<file path="config.mk">
export PLATFORM = sky130hd
export DESIGN_NAME = alu_muldiv_seq
export DESIGN_NICKNAME = d
export VERILOG_FILES = /design/src/rtl/alu_pkg.sv /design/src/rtl/muldiv_step.sv /design/src/rtl/alu_muldiv_seq.sv
export SDC_FILE = /design/constraint.sdc
export NUM_CORES = 1
export LEC_CHECK = 0
export ABC_AREA = 1
export CAP_MARGIN = 20
export CORE_AREA = 5 5 225 227
export DETAILED_ROUTE_END_ITERATION = 6
export DIE_AREA = 0 0 230 232
export GPL_ROUTABILITY_DRIVEN = 0
export PLACE_DENSITY = 0.73
export SLEW_MARGIN = 15
export SYNTH_ARGS = -nofsm -noshare
export SYNTH_HDL_FRONTEND = slang
export SYNTH_SLANG_ARGS = --single-unit
</file>
<file path="constraint.sdc">
create_clock -name clk -period 3.5 [get_ports clk]
set_clock_uncertainty 0.05 [all_clocks]
set_input_delay 0.7 -clock clk [delete_from_list [all_inputs] [get_ports clk]]
set_output_delay 0.7 -clock clk [all_outputs]
set_load 0.005 [all_outputs]
</file>
<file path="src/rtl/alu_pkg.sv">
// Shared ALU definitions: sequencer state encoding, mul/div op codes and the
// decode-stage function codes.
package alu_pkg;

    typedef enum logic [2:0] {
        S_IDLE = 3'd0,
        S_PREP = 3'd1,
        S_ITER = 3'd2,
        S_FIX  = 3'd3,
        S_DONE = 3'd4
    } state_t;

    localparam logic OP_MUL = 1'b0;
    localparam logic OP_DIV = 1'b1;

    localparam logic [3:0] FNC_ADD = 4'h8;
    localparam logic [3:0] FNC_SUB = 4'h9;
    localparam logic [3:0] FNC_MUL = 4'hA;
    localparam logic [3:0] FNC_DIV = 4'hB;

endpackage

</file>
<file path="src/rtl/muldiv_step.sv">
// One iteration of shift-add multiply or restoring shift-subtract divide.
module muldiv_step
    import alu_pkg::*;
#(
    parameter int WIDTH = 32
) (
    input  logic             op,
    input  logic [WIDTH-1:0] acc,
    input  logic [WIDTH-1:0] opr,
    input  logic [WIDTH-1:0] oper,
    output logic [WIDTH-1:0] acc_nxt,
    output logic [WIDTH-1:0] opr_nxt
);

    logic [WIDTH:0] sum;
    logic [WIDTH:0] rem_sh;
    logic [WIDTH:0] trial;

    always_comb begin
        sum    = {1'b0, acc} + (opr[0] ? {1'b0, oper} : '0);
        rem_sh = {acc, opr[WIDTH-1]};
        trial  = rem_sh - {1'b0, oper};
        if (op == OP_MUL) begin
            // carry out of the adder shifts into the top of the accumulator
            acc_nxt = sum[WIDTH:1];
            opr_nxt = {sum[0], opr[WIDTH-1:1]};
        end else if (!trial[WIDTH]) begin
            acc_nxt = trial[WIDTH-1:0];
            opr_nxt = {opr[WIDTH-2:0], 1'b1};
        end else begin
            acc_nxt = rem_sh[WIDTH-1:0];
            opr_nxt = {opr[WIDTH-2:0], 1'b0};
        end
    end

endmodule

</file>
<file path="src/rtl/alu_muldiv_seq.sv">
// Multi-cycle multiply/divide sequencer; stalls the CPU via busy and returns
// a 64-bit result (low word / quotient, high word / remainder).
//
// state | meaning
// IDLE  | waiting for start; operands latched on start
// PREP  | take magnitudes, record signs, load accumulator
// ITER  | WIDTH shift-add / shift-subtract steps
// FIX   | apply signs, floor correction, divide-by-zero override
// DONE  | done pulse, results valid
module alu_muldiv_seq
    import alu_pkg::*;
#(
    parameter int WIDTH = 32,
    parameter int CNT_W = 5
) (
    input  logic             clk,
    input  logic             rst,
    input  logic             start,
    input  logic             op,
    input  logic             uns,
    input  logic [WIDTH-1:0] op1,
    input  logic [WIDTH-1:0] op2,
    output logic [WIDTH-1:0] res_lo,
    output logic [WIDTH-1:0] res_hi,
    output logic             busy,
    output logic             done
);

    state_t           state;
    logic             op_q, uns_q, neg_x, neg_y;
    logic [WIDTH-1:0] op1_q, op2_q;
    logic [WIDTH-1:0] acc, opr, oper;
    logic [CNT_W-1:0] cnt;

    logic [WIDTH-1:0]   abs1, abs2, acc_nxt, opr_nxt, q_fix, r_fix;
    logic [2*WIDTH-1:0] prod, prod_fix;

    muldiv_step #(.WIDTH(WIDTH)) u_step (
        .op      (op_q),
        .acc     (acc),
        .opr     (opr),
        .oper    (oper),
        .acc_nxt (acc_nxt),
        .opr_nxt (opr_nxt)
    );

    // 0x80000000 maps onto itself, which reads correctly as an unsigned magnitude
    assign abs1 = (!uns_q && op1_q[WIDTH-1]) ? -op1_q : op1_q;
    assign abs2 = (!uns_q && op2_q[WIDTH-1]) ? -op2_q : op2_q;

    always_comb begin
        prod     = {acc, opr};
        prod_fix = (!uns_q && (neg_x ^ neg_y)) ? -prod : prod;
        q_fix    = opr;
        r_fix    = acc;
        if (!uns_q) begin
            if (neg_x ^ neg_y) q_fix = -opr;
            if (neg_x)         r_fix = -acc;
            if (r_fix != '0 && r_fix[WIDTH-1] != op2_q[WIDTH-1]) begin
                q_fix = q_fix - WIDTH'(1);
                r_fix = r_fix + op2_q;
            end
        end
        if (op2_q == '0) begin
            q_fix = '1;
            r_fix = op1_q;
        end
    end

    always_ff @(posedge clk or negedge rst) begin
        if (!rst) begin
            state  <= S_IDLE;
            op_q   <= 1'b0;
            uns_q  <= 1'b0;
            neg_x  <= 1'b0;
            neg_y  <= 1'b0;
            op1_q  <= '0;
            op2_q  <= '0;
            acc    <= '0;
            opr    <= '0;
            oper   <= '0;
            cnt    <= '0;
            res_lo <= '0;
            res_hi <= '0;
            busy   <= 1'b0;
            done   <= 1'b0;
        end else begin
            case (state)
                S_IDLE: begin
                    if (start) begin
                        op_q  <= op;
                        uns_q <= uns;
                        op1_q <= op1;
                        op2_q <= op2;
                        busy  <= 1'b1;
                        state <= S_PREP;
                    end
                end
                S_PREP: begin
                    neg_x <= !uns_q && op1_q[WIDTH-1];
                    neg_y <= !uns_q && op2_q[WIDTH-1];
                    acc   <= '0;
                    opr   <= (op_q == OP_MUL) ? abs2 : abs1;
                    oper  <= (op_q == OP_MUL) ? abs1 : abs2;
                    cnt   <= '0;
                    state <= S_ITER;
                end
                S_ITER: begin
                    acc <= acc_nxt;
                    opr <= opr_nxt;
                    cnt <= cnt + CNT_W'(1);
                    if (cnt == CNT_W'(WIDTH - 1)) state <= S_FIX;
                end
                S_FIX: begin
                    if (op_q == OP_MUL) begin
                        {res_hi, res_lo} <= prod_fix;
                    end else begin
                        res_lo <= q_fix;
                        res_hi <= r_fix;
                    end
                    done  <= 1'b1;
                    state <= S_DONE;
                end
                S_DONE: begin
                    done  <= 1'b0;
                    busy  <= 1'b0;
                    state <= S_IDLE;
                end
                default: state <= S_IDLE;
            endcase
        end
    end

endmodule

</file>
==> run_results.csv <==
group,metric,value,unit
outcome,status,"finished, violations left",
outcome,violations,"DRC",
timing,finalCritPeriodShare,99.7,%
place,portBuffers,134,
cts,cts_buffers,29,
synthesis,synth-edff-count,0,
cts,cts_tree,"yes",
detailed_routing,ant_nets,0,
cells_and_area,layout-drive-gt1-share,9.40,%
setup_path,start_kind,"register",
global_route,antenna_found_initial,1,
detailed_routing,drtIter0Drc,4299,
global_route,grt_max_degree,133,
setup_path,cp_max_fo,9,
cells_and_area,nets,4192,
setup_path,startpoint,"opr[1]$_DFFE_PN0P_",
cts,holdBufCountCts,0,
setup_path,r2r_cells,14,
cells_and_area,area_growth,16.3,%
place,dp_cells,4598,
cts,clk_latency,580,ps
timing,finalSetupViolations,0,
setup_path,r2r_slack,10,ps
timing,rsz0062_at_grt,"true",
synthesis,yosys_warnings,0,
timing,slew_viol_final,0,
timing,max_slew_margin,33.3,%
place,preCtsSetupSlack,0.916,ps
synthesis,postSynthCellCount,3877,
timing,fin_tns_setup,0,ps
cts,h-tree-depth,1,
detailed_routing,via_count,28300,
setup_path,worstPathCellList,"inv_1 > ha_1 > nand2_2 > nor2_4 > nand3_1 > nor2_1 > nand3_1 > nor3_1 > nand3_1 > buf_4 > nor3_1 > o21ai_0 > a21oi_1 > a21oi_1",
cts,cts_sinks,238,
setup_path,setup.worst_path.end,"res_hi[28]$_DFFE_PN0P_",
global_route,grt_overflow_total,0,
global_route,grt_usage,35.0,%
timing,finalHoldViolCount,0,
place,dp_hpwl,76.0,mm
floorplan,pin_count,135,
cells_and_area,design_area,27900,um2
synthesis,async_flop_share,100,%
synthesis,yosys.cell_types.count,54,
detailed_routing,drc_errors,6,
setup_path,cp.required,3910,ps
timing,setup_ws,11.6,ps
worst_hold_path,hp-class,"in2async",
global_route,grt_pass1_vias,25300,
synthesis,ys.flop_type,"dfrtp_1",
synthesis,synth_area,24000,um2
place,placed_area,26600,um2
detailed_routing,first_pass_iters,7,
setup_path,crit_path_frequent_cell,"nand3_1",
detailed_routing,routed_wl,98.4,mm
floorplan,die_y,232,um
synthesis,avgSynthCellArea,6.18,um2
setup_path,arrival,3890,ps
synthesis,ys_seq_area_share,24.9,%
floorplan,num_rows,81,
synthesis,synth-seq-cells,238,
flow_run,cap_violations,0,
setup_path,cp-end-kind,"register",
timing,max_freq,0.287,GHz
floorplan,die_area,53400,um2
floorplan,core_area,48400,um2
setup_path,timing.rr.start,"opr[1]$_DFFE_PN0P_",
setup_path,r2r_end,"res_hi[28]$_DFFE_PN0P_",
cts,clock_path_buffers,3,
global_route,grt_pass1_wl,147,mm
detailed_routing,routedWlPerCell,21.1,um
cts,path_clk_slew,60,ps
cells_and_area,fillers,4768,
timing,worst_pin_slew,990,ps
setup_path,max_stage_delay,440,ps
timing,layout_min_cycle_time,3490,ps
cts,cts-root-buf,"clkbuf_16",
detailed_routing,vias_per_cell,6.07,
setup_path,critical_path_class,"reg2reg",
floorplan,start_util,49.4,%
synthesis,synth_nets,4057,
setup_path,cp_slowest_cell,"dfrtp_1",
cells_and_area,instances_no_fill,4654,
floorplan,die_x,230,um
-- cells in the mapped netlist (4+ instances only) --
library cell  count  share of area [%]
o21ai_1          16               0.33
nor2_2           20               0.52
nor2_4            8               0.38
inv_1           350                5.5
nor4_1            8               0.21
mux2_2           34                1.6
o221ai_1         22               0.80
nand3_1         319                6.7
xnor2_1          33                1.2
o21a_1           11               0.34
clkbuf_1        124                1.9
a21o_1           13               0.41
buf_1            19               0.30
nand4_1          57                1.5
inv_2            18               0.28
nand2_1        1123                 18
buf_6             6               0.28
o211ai_1         67                2.1
nand2_2          12               0.31
a21boi_0          7               0.22
buf_2            26               0.54
a31oi_1          36               0.94
a221oi_1          6               0.22
dfrtp_1         238                 25
o21bai_1         14               0.44
o21ai_0         265                5.5
o31ai_1           4               0.13
nor2_1          404                6.3
or2_2            15               0.39
nand3b_1          6               0.19
a21oi_1         322                6.7
o22ai_1           8               0.21
ha_1            108                5.6
xor2_1           93                3.4
nor3_1           40               0.84
-- cell type report --
type	instances	area (um2)	share of cell area (%)
antenna	1	2.50	0.00898
clock buffer	35	778	2.79
clock inverter	15	149	0.534
inverter	369	1390	5.00
multi-input combinational	3093	16200	58.0
sequential	238	5970	21.4
tap	622	778	2.79
timing repair buffer	281	2630	9.45
-- through the flow --
| step | hold WS, ps | utilization, % |
|---|---|---|
| detailed placement | 415 | 54.9 |
| CTS | 30.7 | 56.9 |
| global placement | 413 | 54.9 |
| floorplan | 354 | - |
| global route | 55.6 | 57.5 |
| finish | 25.1 | 57.5 |
-- what timing repair did --
item / CTS / global route
setup buffers: 0 / 5
endpoints found under the setup margin: 1 / 64
pin swaps: 0 / 4
gates resized for setup: 1 / 79
-- critical path, delay by kind of cell (launching register included) --
| kind | cells | cell delay [ps] |
|---|---|---|
| AND/OR/NAND/NOR | 8 | 1700 |
| AO/OA/AOI/OAI | 3 | 570 |
| buffers and inverters | 2 | 340 |
| adder cells (fa/ha/maj) | 1 | 270 |
| flip-flops | 1 | 440 |
-- layout by cell type, fill, tap and decap left out, drive strengths merged, types with 2 or more instances in the layout --
cell,netlist,routed
nand2,1137,1137
nor2,433,433
inv,368,369
a21oi,322,322
nand3,321,321
o21ai,281,281
dfrtp,238,238
buf,53,148
clkdlybuf4s50,0,133
ha,108,108
xor2,94,94
o211ai,67,67
nand4,57,57
nor3,41,41
a31oi,36,36
clkbuf,124,35
mux2,34,34
xnor2,33,33
o221ai,22,22
or2,15,15
o21bai,14,14
a21o,13,13
o21a,11,11
clkinv,1,11
o22ai,8,8
nor4,8,8
a21boi,7,7
nand3b,6,6
a221oi,6,6
o31ai,4,4
fa,3,3
and2,2,2
a22o,2,2
bufinv,0,2
clkinvlp,0,2
-- how the worst min path moves through the flow --
| stage | slack (ps) | endpoint | startpoint | depth (start not counted) |
|---|---|---|---|---|
| after floorplan | 350 | acc[0]$_DFFE_PN0P_ | rst | 0 |
| after global placement | 410 | cnt[3]$_DFFE_PN0P_ | cnt[3]$_DFFE_PN0P_ | 1 |
| after detailed placement | 420 | res_lo[20]$_DFFE_PN0P_ | res_lo[20]$_DFFE_PN0P_ | 2 |
| after CTS | 30 | res_lo[25]$_DFFE_PN0P_ | rst | 1 |
| after global routing | 60 | res_lo[20]$_DFFE_PN0P_ | rst | 1 |
| final | 30 | res_lo[20]$_DFFE_PN0P_ | rst | 1 |
-- registers in the layout (all words and copies together), names as in the netlist, 3 cells and up --
signal  flops
acc        32
cnt         5
op1_q      32
op2_q      32
oper       32
opr        32
res_hi     32
res_lo     32
state       3
-- layer usage --
| layer | track usage [%] | part of all wire (%) | vias up |
|---|---|---|---|
| met4 | 22.3 | 8.7 | 2 |
| met2 | 53.4 | 42 | 1903 |
| met3 | 7.15 | 12 | 475 |
| met5 | 1.65 | 0.12 | - |
| met1 | 45.4 | 38 | 12800 |
| li1 | - | - | 13100 |
-- cells by family (layout without fill, tap and decap cells) --
kind of cell	after synthesis	in the layout	share of synthesized area, %
buf+inv	546	700	8.91
flops	238	238	24.9
other cells	0	1	0
compound gates	800	800	18.7
fa+ha+maj	111	111	5.89
xor+xnor	127	127	4.67
simple gates	2021	2021	35.3
mux	34	34	1.60
Power is not shown: default switching activity piles up to over one toggle a cycle in this logic, so the estimate is an artifact.
